===== src/rtl/fadd_pkg.sv =====
// Shared types and helpers for the fadd pipeline scheduler.
package fadd_pkg;

  typedef enum logic [1:0] {
    RUN   = 2'd0,
    DRAIN = 2'd1,
    IDLE  = 2'd2
  } sched_state_t;

  localparam int LAT_DEFAULT = 3;

  // Requester id width; kept at least 1 bit so vectors stay legal.
  function automatic int id_w(input int nreq);
    return (nreq > 1) ? $clog2(nreq) : 1;
  endfunction

endpackage


===== src/rtl/fadd_sched_rr_arbiter.sv =====
// Round-robin arbiter: grants the first set request at or above ptr, wrapping.
module rr_arbiter
  import fadd_pkg::*;
#(
  parameter int NREQ = 4,
  localparam int ID_W = id_w(NREQ)
) (
  input  logic [NREQ-1:0] req,
  input  logic [ID_W-1:0] ptr,
  output logic [NREQ-1:0] gnt
);

  logic [2*NREQ-1:0] req_dbl;
  logic [NREQ-1:0]   req_rot;
  logic [NREQ-1:0]   pick_rot;
  logic [2*NREQ-1:0] pick_dbl;

  // Rotate so ptr sits at bit 0, isolate the lowest set bit, rotate back.
  always_comb begin
    req_dbl  = {req, req} >> ptr;
    req_rot  = req_dbl[NREQ-1:0];
    pick_rot = req_rot & (-req_rot);
    pick_dbl = {pick_rot, pick_rot} << ptr;
    gnt      = pick_dbl[2*NREQ-1:NREQ];
  end

endmodule


===== src/rtl/fadd_sched.sv =====
// Shares one fadd pipeline among NREQ requesters with round-robin issue,
// id tagging of in-flight operations, result return and quiesce/drain.
module fadd_sched
  import fadd_pkg::*;
#(
  parameter int N    = 32,
  parameter int NREQ = 4,
  parameter int LAT  = LAT_DEFAULT
) (
  input  logic              clk,
  input  logic              rst_n,
  input  logic [NREQ-1:0]   req_valid,
  output logic [NREQ-1:0]   req_ready,
  input  logic [NREQ*N-1:0] req_op1,
  input  logic [NREQ*N-1:0] req_op2,
  output logic [NREQ-1:0]   rsp_valid,
  output logic [N-1:0]      rsp_data,
  output logic              fadd_en,
  output logic [N-1:0]      fadd_op1,
  output logic [N-1:0]      fadd_op2,
  input  logic              fadd_res_val,
  input  logic [N-1:0]      fadd_res,
  input  logic              quiesce,
  output logic              idle,
  output logic              err,
  output sched_state_t      fsm_state
);

  localparam int ID_W  = id_w(NREQ);
  localparam int CNT_W = $clog2(LAT + 2);
  localparam logic [NREQ-1:0] ONE = NREQ'(1);

  sched_state_t state, state_next;
  logic [ID_W-1:0]            ptr, ptr_next, win_id, issue_id;
  logic [NREQ-1:0]            gnt;
  logic                       xfer;
  logic [N-1:0]               win_op1, win_op2;
  logic [LAT-1:0]             tag_v;
  logic [LAT-1:0][ID_W-1:0]   tag_id;
  logic [CNT_W-1:0]           cnt;

  rr_arbiter #(.NREQ(NREQ)) u_arb (
    .req (req_valid),
    .ptr (ptr),
    .gnt (gnt)
  );

  // Handshake: requester i transfers in any cycle where req_valid[i] and
  // req_ready[i] are both high; ready never waits on anything but state,
  // quiesce and the arbiter, so a held valid is granted with no bubble.
  always_comb begin
    req_ready = (state == RUN && !quiesce) ? gnt : '0;
    xfer      = |(req_valid & req_ready);
    win_id    = '0;
    win_op1   = '0;
    win_op2   = '0;
    for (int i = 0; i < NREQ; i++) begin
      if (req_ready[i]) begin
        win_id  = ID_W'(i);
        win_op1 = req_op1[i*N +: N];
        win_op2 = req_op2[i*N +: N];
      end
    end
    ptr_next = (win_id == ID_W'(NREQ - 1)) ? '0 : win_id + ID_W'(1);
  end

  always_comb begin
    state_next = state;
    unique case (state)
      RUN:     if (quiesce) state_next = DRAIN;
      DRAIN:   if (!quiesce) state_next = RUN;
               else if (cnt == '0) state_next = IDLE;
      IDLE:    if (!quiesce) state_next = RUN;
      default: state_next = RUN;
    endcase
  end

  assign idle      = (state == IDLE);
  assign fsm_state = state;

  always_ff @(posedge clk or negedge rst_n) begin
    if (!rst_n) begin
      state    <= RUN;
      ptr      <= '0;
      issue_id <= '0;
      fadd_en  <= 1'b0;
      fadd_op1 <= '0;
      fadd_op2 <= '0;
    end else begin
      state   <= state_next;
      fadd_en <= xfer;
      if (xfer) begin
        ptr      <= ptr_next;
        issue_id <= win_id;
        fadd_op1 <= win_op1;
        fadd_op2 <= win_op2;
      end
    end
  end

  // Tag pipe mirrors the adder latency; its last stage lines up with fadd_res_val.
  always_ff @(posedge clk or negedge rst_n) begin
    if (!rst_n) begin
      tag_v  <= '0;
      tag_id <= '0;
    end else begin
      tag_v[0]  <= fadd_en;
      tag_id[0] <= issue_id;
      for (int i = 1; i < LAT; i++) begin
        tag_v[i]  <= tag_v[i-1];
        tag_id[i] <= tag_id[i-1];
      end
    end
  end

  always_ff @(posedge clk or negedge rst_n) begin
    if (!rst_n) begin
      cnt <= '0;
    end else begin
      unique case ({xfer, tag_v[LAT-1]})
        2'b10:   cnt <= cnt + CNT_W'(1);
        2'b01:   cnt <= cnt - CNT_W'(1);
        default: cnt <= cnt;
      endcase
    end
  end

  always_ff @(posedge clk or negedge rst_n) begin
    if (!rst_n) begin
      rsp_valid <= '0;
      rsp_data  <= '0;
      err       <= 1'b0;
    end else begin
      rsp_valid <= (fadd_res_val && tag_v[LAT-1]) ? (ONE << tag_id[LAT-1]) : '0;
      if (fadd_res_val) rsp_data <= fadd_res;
      if (fadd_res_val != tag_v[LAT-1]) err <= 1'b1;
    end
  end

endmodule


===== config.mk =====
export PLATFORM = sky130hd
export DESIGN_NAME = fadd_sched
export DESIGN_NICKNAME = d
export VERILOG_FILES = /design/src/rtl/fadd_pkg.sv /design/src/rtl/fadd_sched_rr_arbiter.sv /design/src/rtl/fadd_sched.sv
export SDC_FILE = /design/constraint.sdc
export NUM_CORES = 1
export LEC_CHECK = 0
export CAP_MARGIN = 0
export CORE_AREA = 5 5 153 155
export DETAILED_ROUTE_END_ITERATION = 16
export DIE_AREA = 0 0 158 160
export PLACE_DENSITY = 0.75
export RECOVER_POWER = 25
export SLEW_MARGIN = 30
export SYNTH_ARGS = -nofsm -noshare
export SYNTH_HDL_FRONTEND = slang
export SYNTH_HIERARCHICAL = 1
export SYNTH_SLANG_ARGS = --single-unit

===== constraint.sdc =====
create_clock -name clk -period 3.5 [get_ports clk]
set_input_delay 0.525 -clock clk [delete_from_list [all_inputs] [get_ports clk]]
set_output_delay 0.525 -clock clk [all_outputs]
set_load 0.01 [all_outputs]

# After elaboration in Yosys (flattened, before gate mapping)
# Index checks and enable logic that the tools add are counted.
[totals]
elab_cells = 60
latch_bits = 0
mem_count = 0
mem_bits_ro = 0
ram_bits = 0
reg_bits = 120
inputBits = 296
[op_classes]
magnitude_cmp = 0
n_reduce_logical = 8
eq_ne = 9
add_sub_neg = 4
multipliers = 0
div_mod_pow = 0
mux = 20
shift = 3
n_bitwise = 2
[op_table]
columns = ["op", "n"]
rows = [
  ["32-bit 2-to-1 mux", 8],
  ["2-bit 2-to-1 mux", 7],
  ["4-bit AND", 2],
  ["4-bit 2-to-1 mux", 2],
  ["8-bit by 2-bit << shifter with 8-bit output", 1],
  ["8-bit by 2-bit >> shifter with 4-bit output", 1],
  ["2-bit equality test (second input constant)", 3],
  ["2-bit case mux with 3 select lines", 1],
  ["3-bit case mux with 2 select lines", 1],
  ["2-bit by 1-bit equality test with 1-bit output (second input constant)", 2],
  ["2-bit != test (second input constant)", 2],
  ["4-bit negation", 1],
  ["4-bit OR reduction", 1],
  ["1-bit by 2-bit << shifter with 4-bit output (first input constant)", 1],
  ["3-bit by 1-bit adder with 3-bit output (second input constant)", 1],
  ["3-bit logical NOT", 1],
  ["3-bit != test (second input constant)", 1],
  ["3-bit AND reduction", 1],
  ["3-bit by 1-bit subtractor with 3-bit output (second input constant)", 1],
  ["2-bit by 1-bit adder with 2-bit output (second input constant)", 1],
  ["1-bit logical AND", 2],
  ["2-bit logical NOT", 1],
  ["2-bit nonzero test", 1],
  ["1-bit logical NOT", 1],
  ["2 further kinds", 2],
]

# Depth between registers and ports, before layout
# Gate-level depths: netlist of run 1.
[depth]
depth_word = 10
mapped_depth = 15

# Hierarchy
# The synthesis of run 1 kept the hierarchy.
[by_module_without_submodules]
columns = ["module", "cells_each", "area_per_inst_um2", "seq_area_each_um2", "n_inst"]
rows = [
  ["fadd_sched", 626, 6200.9, 3002.9, 1],
  ["rr_arbiter", 18, 102.6, 0.0, 1],
]

# Worst setup path before layout of run 1
# Ideal clock, no wire load.
[synth_timing]
path_type = "input port to flip-flop"
start = "input req_valid[2]"
end = "register cnt[2]"
path_stages = 14
setup_time_ns = 0.079
arrival_ns = 3.148
slack_ns = 0.273
cell_sequence = "nor2b_1 -> o21ai_0 -> and3_1 -> a222oi_1 -> a21o_1 -> buf_2 -> buf_6 -> buf_6 -> ha_1 -> inv_1 -> fa_1 -> xor2_1 -> nor2_1 -> xor2_1"
[synth_via]
elab_chain_cells = 9
elab_cells_between_ends = 11
classes_between = "add/sub: 1; eq/ne: 2; shift: 2; mux: 2; bitwise: 2; reduce/logical: 2"
[synth_lines]
columns = ["item", "line_no", "source"]
rows = [
  ["start: declaration", "fadd_sched.sv:12", "input logic [NREQ-1:0] req_valid,"],
  ["8-bit by 2-bit >> shifter with 4-bit output *", "fadd_sched_rr_arbiter.sv:20", "req_dbl = {req, req} >> ptr;"],
  ["4-bit negation", "fadd_sched_rr_arbiter.sv:22", "pick_rot = req_rot & (-req_rot);"],
  ["4-bit AND *", "fadd_sched_rr_arbiter.sv:22", ""],
  ["8-bit by 2-bit << shifter with 8-bit output *", "fadd_sched_rr_arbiter.sv:23", "pick_dbl = {pick_rot, pick_rot} << ptr;"],
  ["net gnt[1]", "fadd_sched.sv:35", "logic [NREQ-1:0] gnt;"],
  ["4-bit 2-to-1 mux *", "fadd_sched.sv:52", "req_ready = (state == RUN && !quiesce) ? gnt : '0;"],
  ["4-bit AND *", "fadd_sched.sv:53", "xfer = |(req_valid & req_ready);"],
  ["4-bit OR reduction *", "fadd_sched.sv:53", ""],
  ["2-bit by 1-bit equality test with 1-bit output or 2-bit equality test (tied branches)", "fadd_sched.sv:120", "unique case ({xfer, tag_v[LAT-1]})"],
  ["3-bit case mux with 2 select lines or 2-bit nonzero test (tied branches)", "n/a", ""],
  ["end signal: assignment", "fadd_sched.sv:121", "2'b10: cnt <= cnt + CNT_W'(1);"],
  ["end signal: assignment", "fadd_sched.sv:122", "2'b01: cnt <= cnt - CNT_W'(1);"],
  ["end signal: assignment", "fadd_sched.sv:123", "default: cnt <= cnt;"],
  ["end: declaration", "fadd_sched.sv:40", "logic [CNT_W-1:0] cnt;"],
]
# The timed path passes the listed nets; every way through them passes the cells marked *.
# A chain may end at the register's enable or synchronous reset.

# Worst setup path after layout of run 1
[layout_timing]
start = "input req_valid[2]"
end = "output req_ready[1]"
[layout_via]
elab_chain_cells = 5
[layout_lines]
columns = ["item", "line_no", "source"]
rows = [
  ["8-bit by 2-bit >> shifter with 4-bit output *", "fadd_sched_rr_arbiter.sv:20", ""],
  ["4-bit negation", "fadd_sched_rr_arbiter.sv:22", ""],
  ["4-bit AND *", "fadd_sched_rr_arbiter.sv:22", ""],
  ["8-bit by 2-bit << shifter with 8-bit output *", "fadd_sched_rr_arbiter.sv:23", ""],
  ["net gnt[1]", "fadd_sched.sv:35", ""],
  ["4-bit 2-to-1 mux *", "fadd_sched.sv:52", ""],
  ["end: declaration", "fadd_sched.sv:13", "output logic [NREQ-1:0] req_ready,"],
]
# Marked as above.

==> flow_summary.json, run 1 <==
{
  "drive_gt1_share_pct": 9.28,
  "yosysTopAreaCell": "dfrtp_1",
  "seqPwrFrac_pct": 30.5,
  "syn_to_final_growth_pct": 77.3,
  "endpoint_kind": "primary output",
  "drt-vias-per-instance": 5.11,
  "grt_pass1_vias": 6987,
  "cp.required_ps": 2970,
  "cts.sinks": 120,
  "cp_max_fo": 40,
  "power.share.clock_pct": 25.9,
  "synth.distinct_cells": 39,
  "critPathBufInv": 3,
  "drc": 0,
  "synth_top_area_share_pct": 47.6,
  "final-hold-violation-count": 0,
  "hold_path_class": "flop to flop",
  "cts_resized": 0,
  "drt_iter0_drc": 364,
  "synth_area_per_cell_sq_um": 9.79,
  "outcome": "complete, but fails checks",
  "fin_tns_setup_ps": 0,
  "synth_commonest_cells": "dfrtp_1, a21oi_1, nand2_1, nor2_1, inv_1",
  "ys.flop_type": "dfrtp_1",
  "crit_path_start_kind": "input port",
  "synth_fp_nets": 943,
  "postCtsHoldBufs": 0,
  "crit_chain": "clkdlybuf4s50_1, nor2b_1, o21ai_0, and3_2, buf_4, and2_1, clkdlybuf4s50_1",
  "switching_power_mw": 2.44,
  "skew_ps": 15.0,
  "portBuffers": 404,
  "hpwl_microns": 19900,
  "critPathSlowestCell": "clkdlybuf4s50_1",
  "cpPeakStageDelay_ps": 540,
  "synth-edff-count": 0,
  "path_clk_slew_ps": 60,
  "vias": 6721,
  "die_x_microns": 158,
  "critPathKind": "input port to primary output",
  "synth-warning-count": 6,
  "period_share_pct": 94.6,
  "critPathArrivalTime_ps": 2790,
  "clock_latency_ps": 410,
  "synth-async-reset-ratio_pct": 100,
  "combPwrFrac_pct": 43.7,
  "root_buffer": "clkbuf_16",
  "violations": "capacitance limit, slew limit",
  "yosysMostFrequentCell": "dfrtp_1",
  "initial_core_util_pct": 29.1,
  "report.final.setup_viol": 0,
  "nNetsFinal": 1321,
  "slew_viol_final": 75,
  "crit_top_cell": "clkdlybuf4s50_1",
  "cts_made_buffers": 17,
  "gp_congestion": 0.839,
  "gr-usage-all-layers_pct": 19.6,
  "antenna_found_initial": 0,
  "fmax_mhz": 302,
  "intPower_mw": 4.43,
  "synthesis.area_sq_um": 6300,
  "ys_ff_latch": 120,
  "yosysSeqAreaShare_pct": 47.6,
  "sw_frac_of_total_pct": 35.6,
  "die_area_sq_um": 25300,
  "drt_wl_total_microns": 26200,
  "wl_per_cell_microns": 19.9,
  "fin_crit_ps": 3310,
  "p_leak_nw": 4.61,
  "grt_pass1_wl_microns": 38700,
  "drtAntennaViolNets": 0,
  "whs_ps": 348,
  "die_h_microns": 160,
  "fp.coreArea_sq_um": 21700,
  "max_slew_margin_pct": -31.5,
  "ys_top_cells_by_area": "dfrtp_1, a221o_1, a21oi_1, mux2_2, a22oi_1",
  "cts_buffer_depth": 2,
  "first_pass_iters": 6,
  "diodes": 0,
  "tritoncts": "yes",
  "htreeDepth": 4,
  "ir_drop_v": 0.000287,
  "grt_overflow_total": 0,
  "post_cts_buffers": 0,
  "path_delay_family": "buffers and inverters",
  "fillers": 1967,
  "worstMarginPinSlew_ps": 1970,
  "row_count": 54,
  "grt_max_degree": 104,
  "pin_count": 405,
  "p_per_area_nw_per_um2": 615,
  "maxCapViolCount": 1,
  "rsz0062_at_grt": "no",
  "syn_inst": 644
}
through the flow:
stage | std cells | utilization (%) | setup slack (ps) | power [mW] | area (sq um)
final | 1315 | 51.5 | 188 | 6.87 | 11200
after floorplan | 644 | - | 273 | 3.55 | 6300
after CTS | 1315 | 51.6 | 216 | 6.98 | 11200
after global placement | 1283 | 48.8 | 227 | 5.09 | 10600
after global routing | 1315 | 51.5 | 66.0 | 7.33 | 11200
after detailed placement | 1283 | 48.8 | 137 | 5.15 | 10600
registers in the layout, summed over array words and instances (netlist names):
register and flops:
fadd_op1 32, fadd_op2 32, rsp_data 32, tag_id 6
rsp_valid 4, cnt 3, tag_v 3, fsm_state 2
issue_id 2, ptr 2, err 1, fadd_en 1
layout make-up:
cell class | instances | area (sq um) | share of cell area [%]
Timing Repair Buffer | 424 | 4200 | 37.6
Sequential cell | 120 | 3000 | 26.9
Multi-Input combinational cell | 415 | 2850 | 25.5
Clock buffer | 17 | 425 | 3.81
Tap cell | 280 | 350 | 3.13
Clock inverter | 15 | 180 | 1.61
Inverter | 44 | 165 | 1.48
worst register-to-register path: cells and delay by family (launching register included):
kind,cells,cell delay (ps)
AOI/OAI and AO/OA,6,1160
buffers and inverters,2,740
DFF,1,520
and+or+nand+nor,1,190
logic make-up after synthesis:
logic type,count (synthesis),synth area share (%)
and+or+nand+nor,129,8.67
muxes,33,5.88
buffers and inverters,109,7.74
DFF,120,47.6
AOI/OAI and AO/OA,247,28.9
xor gates and xnor gates,3,0.417
adders and majority gates,3,0.715
cell usage in the layout, fill, tap and decap left out, types with 18 or more instances in the layout:
master	instances
o41ai_1	23
buf_4	18
a221oi_1	24
nand2_1	58
a221o_1	41
mux2_2	32
a21oi_1	77
a22oi_1	41
nor2_1	48
inv_1	43
dfrtp_1	120
o31ai_1	28
clkdlybuf4s50_1	403
power by group through the flow:
stage / clock network [mW] / logic [mW] / registers, mW
global placement: 0 / 2.99 / 2.10
finish: 1.78 / 3.00 / 2.09
floorplan: 0 / 1.30 / 2.25
global route: 1.91 / 3.27 / 2.15
CTS: 1.84 / 3.04 / 2.10
detailed placement: 0 / 3.03 / 2.12
worst paths after layout:
check                           depth (start not counted)  slack (ps)    startpoint      endpoint
worst max register to register                          9         750        ptr[0]  fadd_op2[10]
worst min-delay path                                    0         350     tag_id[0]     tag_id[2]
min in group asynchronous                               1         640         rst_n  fadd_op1[22]
worst max-delay path                                    7         190  req_valid[2]  req_ready[1]
max in group asynchronous                               2         760         rst_n   fadd_op1[0]
worst min register to register                          0         350     tag_id[0]     tag_id[2]
per-layer routing:
layer  routed length (microns)  GRT usage (%)  share of wire [%]
met5                         0              0                  0
met4                       956           8.53                3.7
met3                      2620           6.79                 10
met2                     13000           33.8                 50
met1                      9610           21.6                 37
Power figures use the tool's default switching activity.
==> run 2: changes to the inputs <==
CORE_AREA = 5 5 156 158   (was 5 5 153 155)
CTS_BUF_LIST = sky130_fd_sc_hd__clkbuf_8   (was not set)
DIE_AREA = 0 0 161 163   (was 0 0 158 160)
PLACE_DENSITY = 0.73   (was 0.75)
==> flow_summary.json, run 2 (synthesis results as in run 1) <==
{
  "syn_to_final_growth_pct": 74.1,
  "cp_max_fo": 41,
  "die_h_microns": 163,
  "diodes": 0,
  "initial_core_util_pct": 27.4,
  "crit_chain": "clkdlybuf4s50_1, nor2b_1, o21ai_0, and3_2, buf_4, and2_1, clkdlybuf4s50_1",
  "path_delay_family": "buffers and inverters",
  "rsz0062_at_grt": "no",
  "htreeDepth": 4,
  "p_per_area_nw_per_um2": 576,
  "final_cell_mix": "clkdlybuf4s50_1, dfrtp_1, a21oi_1",
  "critPathArrivalTime_ps": 2810,
  "root_buffer": "clkbuf_8",
  "pin_count": 405,
  "reg_top3": "fadd_op1 (32), fadd_op2 (32), rsp_data (32)",
  "drt_wl_total_microns": 25900,
  "grt_pass1_vias": 7006,
  "vias": 6731,
  "path_clk_slew_ps": 80,
  "grt_max_degree": 67,
  "die_area_sq_um": 26200,
  "worstMarginPinSlew_ps": 1470,
  "row_count": 56,
  "critPathSlowestCell": "clkdlybuf4s50_1",
  "outcome": "finished, final reports clean",
  "antenna_found_initial": 0,
  "cp.required_ps": 2970,
  "report.final.setup_viol": 0,
  "cts.sinks": 120,
  "endpoint_kind": "primary output",
  "cpPeakStageDelay_ps": 550,
  "cts_made_buffers": 17,
  "hpwl_microns": 19600,
  "gp_congestion": 0.793,
  "gr-usage-all-layers_pct": 19.2,
  "p_leak_nw": 4.51,
  "nNetsFinal": 1321,
  "drtAntennaViolNets": 0,
  "grt_pass1_wl_microns": 39700,
  "hold_path_class": "flop to flop",
  "fin_tns_setup_ps": 0,
  "first_pass_iters": 5,
  "max_slew_margin_pct": 2.16,
  "drt_iter0_drc": 386,
  "fin_crit_ps": 3330,
  "post_cts_buffers": 0,
  "period_share_pct": 95.2,
  "wl_per_cell_microns": 19.6,
  "crit_path_start_kind": "input port",
  "drive_gt1_share_pct": 9.18,
  "die_x_microns": 161,
  "crit_top_cell": "clkdlybuf4s50_1",
  "cts_resized": 0,
  "final-hold-violation-count": 0,
  "ir_drop_v": 0.000219,
  "fp.coreArea_sq_um": 23000,
  "postCtsHoldBufs": 0,
  "drc": 0,
  "cts_buffer_depth": 2,
  "clock_latency_ps": 440,
  "skew_ps": 12.6,
  "critPathBufInv": 3,
  "critPathKind": "input port to primary output",
  "grt_overflow_total": 0,
  "slew_viol_final": 0,
  "post-route-util_pct": 47.8,
  "layout_commonest_cell": "clkdlybuf4s50_1",
  "portBuffers": 404,
  "drt-vias-per-instance": 5.08,
  "maxCapViolCount": 0,
  "fmax_mhz": 300,
  "tritoncts": "yes"
}
run 2: power breakdown:
| group | switching [mW] | internal [mW] |
|---|---|---|
| logic | 1.42 | 1.56 |
| clock network | 0.723 | 0.536 |
| registers | 0.262 | 1.82 |
run 2: worst reg2reg max path, cell delays in order (launching register included):
cell and delay, ps:
dfrtp_1 550, a21o_1 170, a21oi_1 50, o21a_1 190, a222oi_1 470, a21o_4 210, ha_1 180, inv_1 60
fa_1 370, xor2_1 150, nor2_1 120, xor2_1 150
run 2: final timing paths:
check	from	to	slack [ps]	cells past startpoint
min in group asynchronous	rst_n	fadd_op1[21]	400	1
worst min register to register	tag_id[3]	tag_id[5]	350	0
max in group asynchronous	rst_n	fadd_op1[3]	1340	2
worst min-delay path	tag_id[3]	tag_id[5]	350	0
worst max-delay path	req_valid[2]	req_ready[1]	170	7
worst max register to register	ptr[0]	cnt[2]	770	11
run 2: area by class of cell:
| type | instances | area, sq um |
|---|---|---|
| Fill cell | 2175 | 12000 |
| Timing Repair Buffer | 424 | 4200 |
| Sequential cell | 120 | 3000 |
| Multi-Input combinational cell | 415 | 2850 |
| Tap cell | 290 | 363 |
| Clock buffer | 17 | 234 |
| Inverter | 44 | 165 |
| Clock inverter | 15 | 158 |
run 2: routing by layer:
metal / global-route usage [%] / wire length (microns) / vias up
li1: - / - / 3160
met1: 21.9 / 10100 / 3222
met2: 34.7 / 13200 / 321
met3: 6.30 / 2270 / 28
met4: 4.96 / 427 / 0
met5: 0 / 0 / -
run 2: per-stage QoR:
stage / instance area [sq um] / setup slack, ps / std cells / hold WS [ps] / total power [mW]
2_1_floorplan: 6300 / 273 / 644 / 229 / 3.55
3_3_place_gp: 10600 / 225 / 1293 / 334 / 5.06
3_5_place_dp: 10600 / 129 / 1293 / 335 / 5.11
4_1_cts: 11000 / 188 / 1325 / 128 / 6.42
5_1_grt: 11000 / 74.6 / 1325 / 366 / 6.78
6_report: 11000 / 168 / 1325 / 353 / 6.32
